### config.mk
export PLATFORM = sky130hd
export DESIGN_NAME = param_sync_fifo
export DESIGN_NICKNAME = d
export VERILOG_FILES = /design/src/rtl/fifo_pkg.sv /design/src/rtl/fifo_mem.sv /design/src/rtl/param_sync_fifo.sv
export SDC_FILE = /design/constraint.sdc
export NUM_CORES = 1
export LEC_CHECK = 0
export CORE_MARGIN = 2
export CORE_UTILIZATION = 30
export DETAILED_ROUTE_END_ITERATION = 7
export HOLD_SLACK_MARGIN = 0.12
export PLACE_DENSITY = 0.56
export REMOVE_ABC_BUFFERS = 1
export SKIP_LAST_GASP = 1
export SLEW_MARGIN = 20
export SYNTH_ARGS = -nofsm -noshare
export SYNTH_HDL_FRONTEND = slang
export SYNTH_HIERARCHICAL = 1
export SYNTH_SLANG_ARGS = --single-unit
### constraint.sdc
create_clock -name clk -period 3.4 [get_ports clk]
set_input_delay 0.34 -clock clk [delete_from_list [all_inputs] [get_ports clk]]
set_output_delay 0.34 -clock clk [all_outputs]
set_load 0.005 [all_outputs]
### src/rtl/fifo_pkg.sv
// ============================================================================
// Module   : fifo_pkg
// Brief    : Shared helpers for the parameterised synchronous FIFO: ceiling
//            log2 and a parameter-legality predicate.
// Revision : 1.0 - initial release
// ============================================================================
`default_nettype none

package fifo_pkg;

  // Ceiling log2; returns at least 1 so a 2-entry FIFO still gets a 1-bit pointer.
  function automatic int fifo_clog2(input int value);
    int result;
    int v;
    result = 0;
    v      = value - 1;
    while (v > 0) begin
      result = result + 1;
      v      = v >> 1;
    end
    if (result < 1) begin
      result = 1;
    end
    return result;
  endfunction

  function automatic bit fifo_is_pow2(input int value);
    return (value > 0) && ((value & (value - 1)) == 0);
  endfunction

  function automatic bit fifo_params_ok(
    input int data_width,
    input int depth,
    input int ae_level,
    input int af_level
  );
    return (data_width >= 1) &&
           (depth >= 2) &&
           fifo_is_pow2(depth) &&
           (ae_level >= 0) &&
           (ae_level < af_level) &&
           (af_level <= depth);
  endfunction

endpackage : fifo_pkg

`default_nettype wire

### src/rtl/fifo_mem.sv
// ============================================================================
// Module   : fifo_mem
// Brief    : DEPTH x DATA_WIDTH storage, one synchronous write port and one
//            asynchronous read port. Contents are never reset.
// Revision : 1.0 - initial release
// ============================================================================
`default_nettype none

module fifo_mem
  import fifo_pkg::*;
#(
  parameter int DATA_WIDTH = 8,
  parameter int DEPTH      = 16
) (
  input  logic                           clk,
  input  logic                           i_we,
  input  logic [fifo_clog2(DEPTH)-1:0]   i_waddr,
  input  logic [DATA_WIDTH-1:0]          i_wdata,
  input  logic [fifo_clog2(DEPTH)-1:0]   i_raddr,
  output logic [DATA_WIDTH-1:0]          o_rdata
);

  logic [DATA_WIDTH-1:0] r_mem [DEPTH];

  always_ff @(posedge clk) begin
    if (i_we) begin
      r_mem[i_waddr] <= i_wdata;
    end
  end

  assign o_rdata = r_mem[i_raddr];

endmodule : fifo_mem

`default_nettype wire

### src/rtl/param_sync_fifo.sv
// ============================================================================
// Module   : param_sync_fifo
// Brief    : Single-clock FIFO with registered status flags, sticky error
//            flags and a selectable standard / first-word-fall-through read.
// Revision : 1.0 - initial release
// ============================================================================
`default_nettype none

module param_sync_fifo
  import fifo_pkg::*;
#(
  parameter int DATA_WIDTH = 8,
  parameter int DEPTH      = 16,
  parameter int AF_LEVEL   = DEPTH - 2,
  parameter int AE_LEVEL   = 2,
  parameter int FWFT       = 0
) (
  input  logic                         clk,
  input  logic                         rst,
  input  logic                         wr_en,
  input  logic [DATA_WIDTH-1:0]        din,
  input  logic                         rd_en,
  output logic [DATA_WIDTH-1:0]        dout,
  output logic                         dout_valid,
  output logic                         full,
  output logic                         empty,
  output logic                         almost_full,
  output logic                         almost_empty,
  output logic [fifo_clog2(DEPTH):0]   count,
  output logic                         overflow,
  output logic                         underflow
);

  localparam int AW = fifo_clog2(DEPTH);
  localparam int CW = AW + 1;

  localparam logic [CW-1:0] c_full_cnt = CW'(DEPTH);
  localparam logic [CW-1:0] c_af_lvl   = CW'(AF_LEVEL);
  localparam logic [CW-1:0] c_ae_lvl   = CW'(AE_LEVEL);

  if (!fifo_params_ok(DATA_WIDTH, DEPTH, AE_LEVEL, AF_LEVEL)) begin : g_param_check
    $error("param_sync_fifo: illegal DATA_WIDTH/DEPTH/AE_LEVEL/AF_LEVEL combination");
  end

  logic [AW-1:0]         r_wr_ptr;
  logic [AW-1:0]         r_rd_ptr;
  logic [CW-1:0]         r_count;
  logic                  r_full;
  logic                  r_empty;
  logic                  r_af;
  logic                  r_ae;
  logic                  r_ovf;
  logic                  r_unf;

  logic                  w_wr_acc;
  logic                  w_rd_acc;
  logic [CW-1:0]         w_count_nxt;
  logic [DATA_WIDTH-1:0] w_rdata;

  // Reset wins over both requests, so neither side may touch memory or pointers.
  assign w_wr_acc = wr_en && !r_full  && !rst;
  assign w_rd_acc = rd_en && !r_empty && !rst;

  always_comb begin
    w_count_nxt = r_count;
    case ({w_wr_acc, w_rd_acc})
      2'b10:   w_count_nxt = r_count + 1'b1;
      2'b01:   w_count_nxt = r_count - 1'b1;
      default: w_count_nxt = r_count;
    endcase
  end

  always_ff @(posedge clk) begin
    if (rst) begin
      r_wr_ptr <= '0;
      r_rd_ptr <= '0;
      r_count  <= '0;
      r_full   <= 1'b0;
      r_empty  <= 1'b1;
      r_af     <= 1'b0;
      r_ae     <= 1'b1;
      r_ovf    <= 1'b0;
      r_unf    <= 1'b0;
    end else begin
      if (w_wr_acc) begin
        r_wr_ptr <= r_wr_ptr + 1'b1;
      end
      if (w_rd_acc) begin
        r_rd_ptr <= r_rd_ptr + 1'b1;
      end
      r_count <= w_count_nxt;
      // Flags come from the next count so they line up with r_count every cycle.
      r_full  <= (w_count_nxt == c_full_cnt);
      r_empty <= (w_count_nxt == '0);
      r_af    <= (w_count_nxt >= c_af_lvl);
      r_ae    <= (w_count_nxt <= c_ae_lvl);
      if (wr_en && r_full) begin
        r_ovf <= 1'b1;
      end
      if (rd_en && r_empty) begin
        r_unf <= 1'b1;
      end
    end
  end

  fifo_mem #(
    .DATA_WIDTH (DATA_WIDTH),
    .DEPTH      (DEPTH)
  ) u_mem (
    .clk     (clk),
    .i_we    (w_wr_acc),
    .i_waddr (r_wr_ptr),
    .i_wdata (din),
    .i_raddr (r_rd_ptr),
    .o_rdata (w_rdata)
  );

  if (FWFT != 0) begin : g_fwft
    // Head word is shown combinationally; forced to zero while empty.
    assign dout       = r_empty ? '0 : w_rdata;
    assign dout_valid = !r_empty;
  end else begin : g_std
    logic [DATA_WIDTH-1:0] r_dout;
    logic                  r_dout_valid;

    always_ff @(posedge clk) begin
      if (rst) begin
        r_dout       <= '0;
        r_dout_valid <= 1'b0;
      end else begin
        r_dout_valid <= w_rd_acc;
        if (w_rd_acc) begin
          r_dout <= w_rdata;
        end
      end
    end

    assign dout       = r_dout;
    assign dout_valid = r_dout_valid;
  end

  assign full         = r_full;
  assign empty        = r_empty;
  assign almost_full  = r_af;
  assign almost_empty = r_ae;
  assign count        = r_count;
  assign overflow     = r_ovf;
  assign underflow    = r_unf;

endmodule : param_sync_fifo

`default_nettype wire

Word level (Yosys, flattened, before mapping)
Memory sizes are Yosys's and may differ from the RTL's. A register that Yosys moved wholly into a read port is not among the register bits.
Index checks and enable logic that the tools add are counted.
Word-level totals
  bits in registers: 20
  RAM bits: 128
  input port bits: 12
  output and inout port bits: 20
  word-level logic and storage cells: 33
  memories kept: 1
Memory list
  u_mem.r_mem: words 16, width 8, rd ports 1, clocked after Yosys merged registers in 1, wr ports 1, line fifo_mem.sv:23  | logic [DATA_WIDTH-1:0] r_mem [DEPTH];
Operators by class
  $add $sub $neg: 4
  order comparisons: 2
  eq/ne operators: 3
  multiplexer cells: 3
  reduce and logical (&&, ||, !) cells: 10
Operators with widths (number)
  5-bit one-hot mux with 2 select lines: 1
  4-bit by 1-bit adder with 4-bit output, second input constant: 2
  1-bit logical AND: 6
  5-bit by 1-bit adder with 5-bit output, second input constant: 1
  5-bit equality test, second input constant: 1
  5-bit by 4-bit >= comparator with 1-bit output, second input constant: 1
  5-bit by 2-bit less-or-equal comparator with 1-bit output, second input constant: 1
  5-bit zero test: 1
  5-bit by 1-bit subtractor with 5-bit output, second input constant: 1
  1-bit zero test: 3
  2-bit by 1-bit equality test with 1-bit output, second input constant: 1
  2-bit equality test, second input constant: 1
  1-bit 2-to-1 mux: 2

Longest topological paths before layout
Gate-level depths: netlist of run 1.
  depth in word-level cells: 6
  gate-level depth with buffers: 12
  gate-level depth less buffers: 10

By module
The synthesis of run 1 kept the hierarchy.
Modules (own cells, without submodules)
  fifo_mem: times used 1, cells an instance 221, area an instance 4987.3 um2, seq. area each 3843.7 um2
  param_sync_fifo: times used 1, cells an instance 141, area an instance 1244.9 um2, seq. area each 560.5 um2

Least setup slack after synthesis of run 1
OpenSTA, ideal clock, no wires.
  path type: input port to flip-flop
  start: input rst
  end: register r_ae, in the netlist almost_empty
  library setup time: 0.116 ns
  arrival: 2.797 ns
  required time: 3.284 ns
  path slack: 0.487 ns
  stages on the path: 10
  path buffers: 3
  cells stage by stage: buf_6 or3b_4 clkinv_4 clkbuf_1 ha_1 clkbuf_1 a211o_1 or4_4 and2_4 a41o_1
Between the ends
  cells in the longest elaborated chain, start to end: 5
  elaborated cells between the ends (all ways): 7
  classes of those cells: order compare: 1; eq/ne: 2; mux: 1; reduce/logical: 3
RTL lines
  start, declared: line param_sync_fifo.sv:19  | input logic rst,
  1-bit zero test: line param_sync_fifo.sv:61, param_sync_fifo.sv:62
  1-bit logical AND (on tied branches): line param_sync_fifo.sv:62, param_sync_fifo.sv:61
  2-bit by 1-bit equality test with 1-bit output / 2-bit equality test (equally long branches): line param_sync_fifo.sv:66  | case ({w_wr_acc, w_rd_acc})
  5-bit one-hot mux with 2 select lines: line param_sync_fifo.sv:66
  5-bit by 2-bit less-or-equal comparator with 1-bit output: line param_sync_fifo.sv:96  | r_ae <= (w_count_nxt <= c_ae_lvl);
  end signal, assigned: line param_sync_fifo.sv:96
  end, declared: line param_sync_fifo.sv:51  | logic r_ae;
Several ways; a longest one is shown, not always the timed one.
A chain may end at the register's enable or synchronous reset.

Worst setup path in the final report of run 1
  start: input rd_en
  end: register r_ae, in the netlist almost_empty
Between the ends
  cells in the longest elaborated chain, start to end: 5
  elaborated cells between the ends (all ways): 6
  classes of those cells: order compare: 1; eq/ne: 2; mux: 1; reduce/logical: 2
RTL lines
  start, declared: line param_sync_fifo.sv:22  | input logic rd_en,
  1-bit logical AND (*) (2 in series): line param_sync_fifo.sv:62  | assign w_rd_acc = rd_en && !r_empty && !rst;
  2-bit by 1-bit equality test with 1-bit output / 2-bit equality test (equally long branches): line param_sync_fifo.sv:66
  5-bit one-hot mux with 2 select lines (*): line param_sync_fifo.sv:66
  5-bit by 2-bit less-or-equal comparator with 1-bit output (*): line param_sync_fifo.sv:96
Every way passes the cells marked *; elsewhere a longest branch is shown, timed or not.

==> summary.md, run 1 <==
| Metric | Value |
|---|---|
| Outcome | `completed` |
| Worst Hold End | `overflow` |
| # rows | `52` |
| TritonCTS Sinks | `156` |
| Syn_area_per_cell | `roughly 17 um2` |
| Inst Count DP | `667` |
| Final nets | `432` |
| Mux cell area share after synthesis | `roughly an eighth` |
| # port buffers | `31` |
| Buf/Inv on CP | `2` |
| Io pins | `32` |
| Final min period | `roughly 2.7 ns` |
| Crit-path cells | `clkdlybuf4s50_1 -> or3b_4 -> clkinv_4 -> nand2_1 -> xnor2_1 -> ha_1 -> nor2_1 -> a211o_1 -> or4_4 -> and2_4 -> a41o_1` |
| Placed instance area | `a little under 0.007 mm2` |
| Worst-Margin Slew | `0.836 ns` |
| Largest net degree at the start of global routing | `36` |
| Area of the mapped netlist | `0.00623 mm2` |
| Share of cells above drive strength 1 | `between 15 and 20%` |
| Setup CP Type | `in -> reg` |
| Yosys warning count | `6` |
| First-pass GRT wire length | `19800 um` |
| Area share of the largest cell type after synthesis | `between 60 and 70%` |
| Root Buffer | `clkbuf_16` |
| Most frequent cell after synthesis | `edfxtp_1` |
| Yosys reg bits | `156` |
| Highest-delay cell along the critical path | `or4_4` |
| PwrDens | `578 mW/mm2` |
| Count of cell types in the netlist | `42` |
| Post-route DRC | `0` |
| Area growth, synth to finish | `21.4%` |
| Global-route usage over all layers | `12.5%` |
| H-tree levels | `4` |
| Clock buffer depth | `2` |
| Hold Path Class | `reg -> reg` |
| GPL Wtd Cong | `0.787` |
| Post-synth EDFFs | `128` |
| Worst EP arrival | `3.01 ns` |
| Die height | `roughly 150 um` |
| Setup crit start kind | `primary input` |
| Ys async rst share | `0%` |
| Sequential area share after synthesis | `70.7%` |
| Area leader, netlist | `edfxtp_1` |
| RR Endpoint | `almost_empty` |
| Number of diodes | `0` |
| TritonRoute pass-1 iters | `4` |
| Detailed Route WL | `12800 um` |
| Starting Density | `30.7%` |
| Routed Antenna Nets | `0` |
| Most used DFF post-synth | `edfxtp_1` |
| Pins Over Slew Limit | `0` |
| Post-CTS setup buffers | `0` |
| Critical Path Max Stage Delay | `0.53 ns` |
| Initial antenna violation count | `0` |
| Worst clock skew | `roughly 0.0083 ns` |
| Worst-path clk slew | `around 0.06 ns` |
| Largest family of logic cells by synthesized area | `multiplexers` |
| Fmax | `~370 MHz` |
| Worst hold margin | `0.471 ns` |
| Post-Synth Adder-Cell Area | `less than 1%` |
| Maximum VDD drop | `0.288 mV` |
| Fin Setup TNS | `0 ns` |
| XOR/XNOR Fraction of Synth Area | `under 10%` |
| Largest delay share family, worst path | `simple AND/OR/NAND/NOR gates` |
| CTS tree | `yes` |
| Via density | `4.74` |
| Hold buffers post-CTS | `0` |
| Reg2reg path depth | `10` |
| Avg WL per Cell | `~18 um` |
| Max-slew headroom | `44.0%` |
| Min-delay src | `overflow` |
| Synth area leaders | `edfxtp_1, dfxtp_1, mux4_2` |
| Die Area | `~0.022 mm2` |
| Post-CTS sizing | `0` |
| Lkg Pwr | `0.00245 uW` |
| Chip Width | `148 um` |
| Flop2flop setup slack | `0.77 ns` |
| Final number of hold-violating endpoints | `0` |
| CTS Buf Count | `17` |
| Final Cycle Share | `between 70% and 80%` |
| Detail Placement HPWL | `7920 um` |
| Vias post-DR | `3312` |
| Cells after Synth | `362` |
| Iteration-0 DRC Markers | `230` |
| Simple-gate share of the synthesized area | `7.27%` |
| Clk_lat worst skew | `between 0.4 and 0.5 ns` |
| Required time of the worst setup path | `3.71 ns` |
| Finished Layout Cells | `699` |
| Synth cell count leaders | `edfxtp_1, dfxtp_1, nor2_1` |
| Max-cap viol count | `0` |
| Setup-failing EPs final | `0` |
| Maximum fanout along the worst path | `4` |
| Remaining global-route overflow | `0` |
| Hold path cells | `2` |
| Cell area after layout | `0.00757 mm2` |
| Crit path capture type | `flip-flop` |
| Core ar. | `0.0203 mm2` |
| Unrepaired setup endpoints after global routing | `false` |
| Vias in the first global route | `3373` |
| Compound-gate portion of the synthesized area | `5.14%` |
| Critical R2R Launch | `empty` |
registers in the layout (all words and copies together) (netlist names):
register / cells
overflow: 1
dout: 8
r_wr_ptr: 4
underflow: 1
dout_valid: 1
almost_empty: 1
empty: 1
u_mem/r_mem: 128
count: 5
r_rd_ptr: 4
almost_full: 1
full: 1
worst max-delay path by stage:
stage | from | end | slack (ns) | cells after the start
6_report | rd_en | almost_empty | 0.71 | 11
3_5_place_dp | rd_en | almost_empty | 0.27 | 11
5_1_grt | rd_en | empty | 0.61 | 11
3_3_place_gp | rd_en | empty | 0.31 | 11
2_1_floorplan | empty | empty | 0.79 | 10
4_1_cts | rd_en | almost_empty | 0.72 | 11
worst reg2reg max path: stages, from the launching register on:
cell	delay, ns
dfxtp_1	0.34
or3b_4	0.44
clkinv_4	0.07
nand2_1	0.06
xnor2_1	0.15
ha_1	0.21
nor2_1	0.05
a211o_1	0.29
or4_4	0.53
and2_4	0.18
a41o_1	0.22
power by group:
part / internal (uW) / switching, uW
logic: 130 / 119
clock network: 1260 / 741
registers: 2090 / 33.1
total: 3480 / 893
placed cells by master, fill, tap and decap left out, types with 3 or more instances in the layout:
master / instances
edfxtp_1: 128
clkdlybuf4s50_1: 31
nor2_1: 28
dfxtp_1: 27
nand2_1: 25
buf_4: 21
mux4_2: 18
clkbuf_16: 17
nand2b_1: 16
a22oi_1: 16
mux4_1: 14
o21ai_0: 12
a21oi_1: 6
xnor2_1: 5
xor2_1: 5
ha_1: 4
bufinv_16: 4
nor3_1: 4
nor2b_1: 3
inv_1: 3
nand4_1: 3
a21o_1: 3
per-layer routing:
layer / routed length, um / GRT usage (%) / part of all wire [%] / up-vias
met4: 189 / 5.14 / 1.5 / 0
met3: 471 / 3.37 / 3.7 / 15
li1: - / - / - / 1538
met1: 5790 / 16.1 / 45 / 1703
met2: 6350 / 20.2 / 50 / 56
met5: 0 / 0 / 0 / -
area by class of cell:
| class | instances | area (um2) |
|---|---|---|
| clock buffer | 20 | 447 |
| clock inverter | 12 | 184 |
| fill | 1890 | 12700 |
| inverter | 4 | 20.0 |
| multi-input combinational | 184 | 1680 |
| sequential | 156 | 4410 |
| tap | 270 | 338 |
| timing repair buffer | 53 | 488 |
cells by family after synthesis:
| logic type | Yosys count |
|---|---|
| XOR/XNOR | 10 |
| adder cells (fa/ha/maj) | 4 |
| flip-flops | 156 |
| AO/OA/AOI/OAI | 47 |
| buffers and inverters | 22 |
| AND/OR/NAND/NOR | 91 |
| multiplexers | 32 |
through the flow:
| stage | power [uW] | worst slack (ns) | utilization, % |
|---|---|---|---|
| 2_1_floorplan | 2300 | 0.795 | - |
| 3_3_place_gp | 2420 | 0.314 | 34.2 |
| 3_5_place_dp | 2420 | 0.272 | 34.2 |
| 4_1_cts | 4420 | 0.719 | 37.3 |
| 5_1_grt | 4530 | 0.607 | 37.3 |
| 6_report | 4380 | 0.708 | 37.3 |
Note: power is estimated with default switching activity, not from simulation.
==> run 2, diff against run 1 <==
Clock period 3.4 ns to 2.82 ns, I/O delays scaled along.
==> run 2 against run 1 <==
- cell count increased by 1.0%
- setup slack got worse by 0.52 ns
- critical path depth unchanged
- count of clock-buffer cells in the layout unchanged
- global-route usage decreased by 0.090 points
- largest power group unchanged
- highest routed layer unchanged
==> summary.md, run 2 (synthesis results as in run 1) <==
| Metric | Value |
|---|---|
| Outcome | `completed (unchanged)` |
| TritonRoute pass-1 iters | `4 (unchanged)` |
| GPL Wtd Cong | `0.809 (was 0.787)` |
| Required time of the worst setup path | `3.14 ns (was 3.71 ns)` |
| Worst-Margin Slew | `0.818 ns (was 0.836 ns)` |
| Finished Core Util | `37.4% (was 37.3%)` |
| Area growth, synth to finish | `21.8% (was 21.4%)` |
| Vias in the first global route | `3352 (was 3373)` |
| Top reg by flops | `u_mem/r_mem (unchanged)` |
| Die Area | `0.0219 mm2 (unchanged)` |
| Max reg flops | `128 (unchanged)` |
| Max-cap viol count | `0 (unchanged)` |
| Max-slew headroom | `45.3% (was 44.0%)` |
| Post-route DRC | `0 (unchanged)` |
| Fmax | `380 MHz` |
| Hold path cells | `2 (unchanged)` |
| Hold Path Class | `reg -> reg (unchanged)` |
| Commonest non-fill, non-tap cell in the layout | `edfxtp_1 (unchanged)` |
| Clock buffer depth | `2 (unchanged)` |
| Core ar. | `0.0203 mm2 (unchanged)` |
| Setup-failing EPs final | `0 (unchanged)` |
| Avg WL per Cell | `17.9 um (was 18.3 um)` |
| Post-CTS sizing | `0 (unchanged)` |
| Worst-path clk slew | `0.06 ns (about the same)` |
| CTS Buf Count | `17 (unchanged)` |
| Detail Placement HPWL | `7810 um (was 7920 um)` |
| Share of cells above drive strength 1 | `19.7% (was 17.9%)` |
| Cell area after layout | `0.00759 mm2 (was 0.00757 mm2)` |
| TritonCTS Sinks | `156 (unchanged)` |
| PwrDens | `687 mW/mm2 (was 578 mW/mm2)` |
| Final number of hold-violating endpoints | `0 (unchanged)` |
| Io pins | `32 (unchanged)` |
| Maximum VDD drop | `0.323 mV (was 0.288 mV)` |
| Die height | `148 um (unchanged)` |
| Inst Count DP | `674 (was 667)` |
| Starting Density | `30.7% (unchanged)` |
| Remaining global-route overflow | `0 (unchanged)` |
| Crit path capture type | `flip-flop (unchanged)` |
| Placed instance area | `0.00698 mm2 (was 0.00694 mm2)` |
| Via density | `4.69 (was 4.74)` |
| Routed Antenna Nets | `0 (unchanged)` |
| Vias post-DR | `3313 (was 3312)` |
| Fin Setup TNS | `0 ns (unchanged)` |
| Worst EP arrival | `2.95 ns (was 3.01 ns)` |
| Setup crit start kind | `primary input (unchanged)` |
| Total of fill cells in the finished design | `1896 (was 1890)` |
| Reg2reg path depth | `10 (unchanged)` |
| Final Cycle Share | `between 90% and 100%` |
| Root Buffer | `clkbuf_16 (unchanged)` |
| Unrepaired setup endpoints after global routing | `false (unchanged)` |
| Maximum fanout along the worst path | `3 (was 4)` |
| Setup CP Type | `in -> reg (unchanged)` |
| Final min period | `2.63 ns` |
| Leading cell types in the layout, fill and taps excluded | `edfxtp_1, clkdlybuf4s50_1, buf_4 (was edfxtp_1, clkdlybuf4s50_1, nor2_1)` |
| # rows | `52 (unchanged)` |
| Final nets | `439 (was 432)` |
| Post-CTS setup buffers | `0 (unchanged)` |
| Pins Over Slew Limit | `0 (unchanged)` |
| Iteration-0 DRC Markers | `291 (was 230)` |
| Worst clock skew | `0.0115 ns (was 0.00827 ns)` |
| H-tree levels | `4 (unchanged)` |
| Detailed Route WL | `12600 um (was 12800 um)` |
| Number of diodes | `0 (unchanged)` |
| # port buffers | `31 (unchanged)` |
| Initial antenna violation count | `0 (unchanged)` |
| Clk_lat worst skew | `0.42 ns (about the same)` |
| First-pass GRT wire length | `19700 um (was 19800 um)` |
| Global-route usage over all layers | `12.4% (was 12.5%)` |
| Finished Layout Cells | `706 (was 699)` |
| Hold buffers post-CTS | `0 (unchanged)` |
| Lkg Pwr | `0.00248 uW (was 0.00245 uW)` |
| Chip Width | `148 um (unchanged)` |
| Largest net degree at the start of global routing | `36 (unchanged)` |
| CTS tree | `yes (unchanged)` |
## run 2: cell count changes in the layout (fill, tap and decap cells not counted)
cell / change
bufinv_16: -1
inv_8: -1
clkbuf_8: +1
clkbuf_1: -1
buf_4: +8
buf_12: -1
clkinv_2: +2
inv_6: +1
clkinv_1: -1
## run 2: through the flow
step	total power, uW	setup WS, ns	hold slack (ns)
6_report	5210	0.189	0.473
5_1_grt	5410	0.127	0.500
4_1_cts	5270	0.219	0.479
3_5_place_dp	2920	-0.222	0.469
3_3_place_gp	2910	-0.183	0.458
2_1_floorplan	2770	0.215	0.349
## run 2: worst paths after layout
path	to	startpoint	slack, ns
setup / recovery	empty	rd_en	0.19
hold / removal	overflow	overflow	0.47
setup reg to reg	empty	empty	0.22
hold reg to reg	overflow	overflow	0.47
## run 2: power breakdown
part / leakage [uW] / internal (uW) / switching [uW]
logic: 0.000801 / 160 / 155
registers: 0.00138 / 2530 / 27.5
clock network: 0.000301 / 1450 / 895
## run 2: cell type report
cell class | instances | area, um2 | share of cell area, %
multi-input cells | 184 | 1680 | 22.2
well taps | 270 | 338 | 4.45
repair buffers | 60 | 528 | 6.96
clock inverters | 12 | 158 | 2.08
flip-flops and latches | 156 | 4410 | 58.0
clock buffers | 20 | 457 | 6.02
inverters | 4 | 20.0 | 0.264
## run 2: metal layers
metal | vias up | GRT usage [%] | wire (um)
met5 | - | 0 | 0
met4 | 0 | 5.57 | 240
met3 | 18 | 2.91 | 484
met2 | 58 | 19.4 | 6090
met1 | 1689 | 16.7 | 5800
li1 | 1548 | - | -
## run 2: critical path, stage by stage
cell and delay (ns):
clkdlybuf4s50_1 0.51, or3b_4 0.42, clkinv_4 0.06, nand2_1 0.06
xnor2_1 0.14, ha_1 0.21, nor2_1 0.05, a211o_1 0.28
or4_4 0.52, and2_4 0.18, a41o_1 0.22
